**src/rtl/pc_fetch_sequencer.sv**
```systemverilog
// pc_fetch_sequencer: fetch PC owner, imem req/ack sequencer and one-entry IF/ID buffer.
// Define NPC_DELAY_SLOT_EN for MIPS-style branch delay slot handling of redirects.
module pc_fetch_sequencer #(
  parameter logic [29:0] RESET_PC = 30'h0000_0C00
) (
  input  logic        clk,
  input  logic        rst_n,
  input  logic        stall,
  input  logic        redir_valid,
  input  logic [29:0] redir_pc,
  output logic        imem_req,
  output logic [29:0] imem_addr,
  input  logic        imem_ack,
  input  logic [31:0] imem_rdata,
  output logic        if_valid,
  output logic [29:0] if_pc,
  output logic [29:0] if_pc_plus1,
  output logic [31:0] if_instr,
  input  logic        if_ready,
  output logic        flush
);
  typedef enum logic {FETCH_IDLE, FETCH_WAIT} state_t;
  state_t      state, state_nx;
  logic [29:0] pc, pc_nx, addr, addr_nx;
  logic        discard, discard_nx, valid_nx;
  logic        ack, issue, accept, cap, kill;
  // discard: outstanding fetch is stale (delay-slot build: pc already holds the redirect target)
  always_comb begin
    ack = state == FETCH_WAIT && imem_ack;
    issue = state == FETCH_IDLE && !stall && !redir_valid && (!if_valid || if_ready);
    accept = if_valid && if_ready && !stall;
`ifdef NPC_DELAY_SLOT_EN
    cap = ack;
    kill = 1'b0;
    pc_nx = redir_valid ? redir_pc : (cap && !discard) ? pc + 30'd1 : pc;
`else
    cap = ack && !discard && !redir_valid;
    kill = redir_valid;
    pc_nx = redir_valid ? redir_pc : cap ? pc + 30'd1 : pc;
`endif
    discard_nx = ack ? 1'b0 : (redir_valid && state == FETCH_WAIT) ? 1'b1 : discard;
    state_nx = ack ? FETCH_IDLE : issue ? FETCH_WAIT : state;
    addr_nx = issue ? pc : addr;
    valid_nx = cap || (if_valid && !accept && !kill);
  end
  always_ff @(posedge clk or negedge rst_n) begin
    if (!rst_n) begin
      state <= FETCH_IDLE;
      pc <= RESET_PC;
      addr <= '0;
      discard <= 1'b0;
      if_valid <= 1'b0;
      if_pc <= '0;
      if_instr <= '0;
    end else begin
      state <= state_nx;
      pc <= pc_nx;
      addr <= addr_nx;
      discard <= discard_nx;
      if_valid <= valid_nx;
      if (cap) begin
        if_pc <= addr;
        if_instr <= imem_rdata;
      end
    end
  end
  assign imem_req = state == FETCH_WAIT;
  assign imem_addr = addr;
  assign if_pc_plus1 = if_pc + 30'd1;
  assign flush = kill && rst_n;
endmodule

```
**config.mk**
```make
export PLATFORM = sky130hd
export DESIGN_NAME = pc_fetch_sequencer
export DESIGN_NICKNAME = d
export VERILOG_FILES = /design/src/rtl/pc_fetch_sequencer.sv
export SDC_FILE = /design/constraint.sdc
export NUM_CORES = 1
export LEC_CHECK = 0
export BUFFER_PORTS_ARGS = -buffer_cell sky130_fd_sc_hd__buf_2
export CORE_UTILIZATION = 50
export DETAILED_ROUTE_END_ITERATION = 8
export PLACE_DENSITY = 0.8
export SLEW_MARGIN = 20
export SYNTH_ARGS = -nofsm -noshare
export SYNTH_HDL_FRONTEND = slang
export SYNTH_SLANG_ARGS = --single-unit
export TNS_END_PERCENT = 30
```
**constraint.sdc**
```tcl
create_clock -name clk -period 2.8 [get_ports clk]
set_clock_uncertainty 0.2 [all_clocks]
set_input_delay 0.56 -clock clk [delete_from_list [all_inputs] [get_ports clk]]
set_output_delay 0.56 -clock clk [all_outputs]
set_load 0.05 [all_outputs]
```
==> run metrics <==
clk slew on worst S/H paths=0.05 ns; outcome=finished, violations left; layout cells sized above 1=0.535; io pins=193; crit path launch type=flop; Layout Utilization=0.748; switching part of the total power=0.481; CTS tree=done; Port Buffers=192; Final Total Pwr=10.9 mW; CTS Hold Buffers Added=0; worst slew pin tran=0.652 ns; Internal Pwr Total=5.65 mW; crit path max fanout=10; number of synthesized flops with an enable pin=0; post-route ant nets=0; clock latency on the worst-skew pair=0.41 ns; H-tree Lvls=4; drt first-iter violations=427; Yosys reg bits=125; Setup WS post-layout=-0.0922 ns; Slew headroom=0.565; Avg Vias per Cell=5.66; Mapped Avg Cell Area=11.5 um^2; HP Class=input pin to async pin; initial core utilization=0.524; DRT Pass-1 Iters=5; max-cap violation count=0; Core Box Area=11,100 um^2; synthesized instance count=503; ys flop type=dfrtp_1; Cell Area, Placed=7300 um^2; synthesized net count=573; drt wl/cell=17.4 um; Num Clock Sinks=125; Layout area overhead=42.7%; Leak=3.77 nW; fin area=8280 um^2; crit path time final=2.89 ns; Inserted Clock Buffers=17; Die Y=110 um; Total GRT Usage=0.253; Peak VDD IR=1.19 mV; first-pass GRT wire length=22,800 um; Root Buffer=clkbuf_16; total grt overflow=0; Mapped Area=5810 um^2; pin count of the biggest net entering global routing=126; Power Dens Cells=1310 nW/um^2; count of different cell masters after synthesis=42; Final HPWL DP=9740 um; residual DRC count=0; # rows=38; register area=3150 um^2; CTS Buffer Depth=2; Flop pwr share=0.289; clock network power share=0.219; GPL Wtd Cong=0.844; routed wire length=15,200 um; ANT cells=0; combinational power share=0.492; via count=4,941; CP required=2.04 ns; nets=790; failing checks=negative setup slack; initial antenna violation count=1; Synth Warn #=0; crit end category=output pin; Fmax=346 MHz; Final Setup Violations=11; vias in the first global route=4,647; full die area=12,000 um^2; Filler cells=681; final slew viol count=0; Die X=110 um; Tcrit/Tclk final=1.03; Post-synth ARST share=1.00; Multi-input gate area=2930 um^2; RSZ-0062 raised after global routing=yes; critical path arrival=2.13 ns; Setup CP Type=flop to output pin; sequential area share after synthesis=0.539; NetSw=5.24 mW; Place WS=0.0105 ns; Fin. Hold Viols=0
metrics by stage:
| step | instances | setup TNS [ns] | hold slack (ns) |
|---|---|---|---|
| 6_report | 873 | -0.536 | 0.0353 |
| 5_1_grt | 873 | -1.60 | 0.0859 |
| 4_1_cts | 861 | -0.660 | 0.0790 |
| 3_5_place_dp | 821 | 0 | 0.290 |
| 3_3_place_gp | 821 | 0 | 0.285 |
| 2_1_floorplan | 503 | 0 | 0.0644 |
synth_stat cells, types with 8 or more instances:
cell type  number  area share
dfrtp_1       123        0.53
mux2_2         83        0.16
nand2_1        36       0.023
xnor2_1        33       0.050
nand3_1        26       0.022
o21ai_0        25       0.022
nor2_1         24       0.016
nand4_1        20       0.022
clkbuf_1       18       0.012
a31oi_1        17       0.018
or4_1          14       0.018
inv_1          11      0.0071
o31ai_1        11       0.014
nor3_1          8      0.0069
critical path, stage by stage, from the launching register on:
cell and delay [ns]:
dfrtp_2 0.39, ha_4 0.16, nand4_1 0.18, nor3_4 0.21, buf_12 0.16, nand4_1 0.21, xnor2_4 0.23, buf_6 0.18
area by class of cell:
| cell class | instances | area share |
|---|---|---|
| clock buffers | 17 | 0.0514 |
| flip-flops and latches | 125 | 0.380 |
| well taps | 140 | 0.0211 |
| multi-input cells | 341 | 0.354 |
| repair buffers | 223 | 0.162 |
| inverters | 12 | 0.00544 |
| clock inverters | 15 | 0.0266 |
layout by cell type, fill, tap and decap left out, drive strengths merged, types with 2 or more instances in the layout:
cell      instances
and4              4
xor2              5
clkinvlp          2
and3              4
nand4b            2
nor2             24
nand2            36
clkbuf           17
dfstp             2
a21oi             4
nor4              6
a31oi            17
or3               4
bufinv            5
ha                2
o31ai            11
or4              14
mux2             83
buf             223
clkinv            8
nand4            20
inv              12
nand3            26
nor3              9
dfrtp           123
o21ai            25
xnor2            33
sequential cells by signal, indices dropped and copies added (netlist names):
register,cells
imem_req,1
if_pc,30
if_instr,32
pc,30
if_valid,1
imem_addr,30
discard,1
what timing repair did:
action / in CTS / in global routing
pin swaps: 6 / 10
buffers inserted: 8 / 11
gates cloned: 0 / 1
endpoints found under the setup margin: 18 / 20
gates resized for setup: 35 / 22
power by group through the flow:
stage	combinational [mW]	clock [mW]	sequential [mW]
after floorplan	1.93	0	5.03
after global placement	4.90	0	3.11
after detailed placement	4.96	0	3.16
after CTS	5.19	2.41	3.15
after global routing	5.58	2.49	3.23
final	5.36	2.38	3.15
final timing paths:
kind / start / to / slack, ns / cells past startpoint
worst min-delay path: rst_n / if_instr[30] / 0.04 / 2
max in group asynchronous: rst_n / if_pc[7] / 1.83 / 2
worst max register to register: imem_req / pc[25] / 0.38 / 5
min in group clk: redir_pc[4] / pc[4] / 0.16 / 3
worst min register to register: if_instr[9] / if_instr[9] / 0.30 / 1
worst max-delay path: if_pc[1] / if_pc_plus1[24] / -0.09 / 7
cells by family after synthesis:
group | synth area share
xor+xnor | 0.0573
simple gates | 0.145
fa+ha+maj | 0.00431
compound gates | 0.0668
mux | 0.163
flops | 0.539
buf+inv | 0.0248
routing by layer:
metal	part of all wire	track usage	up-vias
met5	0.00086	0	-
met4	0.023	0.117	2
met3	0.057	0.0539	32
met2	0.52	0.418	194
met1	0.40	0.318	2425
li1	-	-	2288
(Power assumes the default switching activity.)
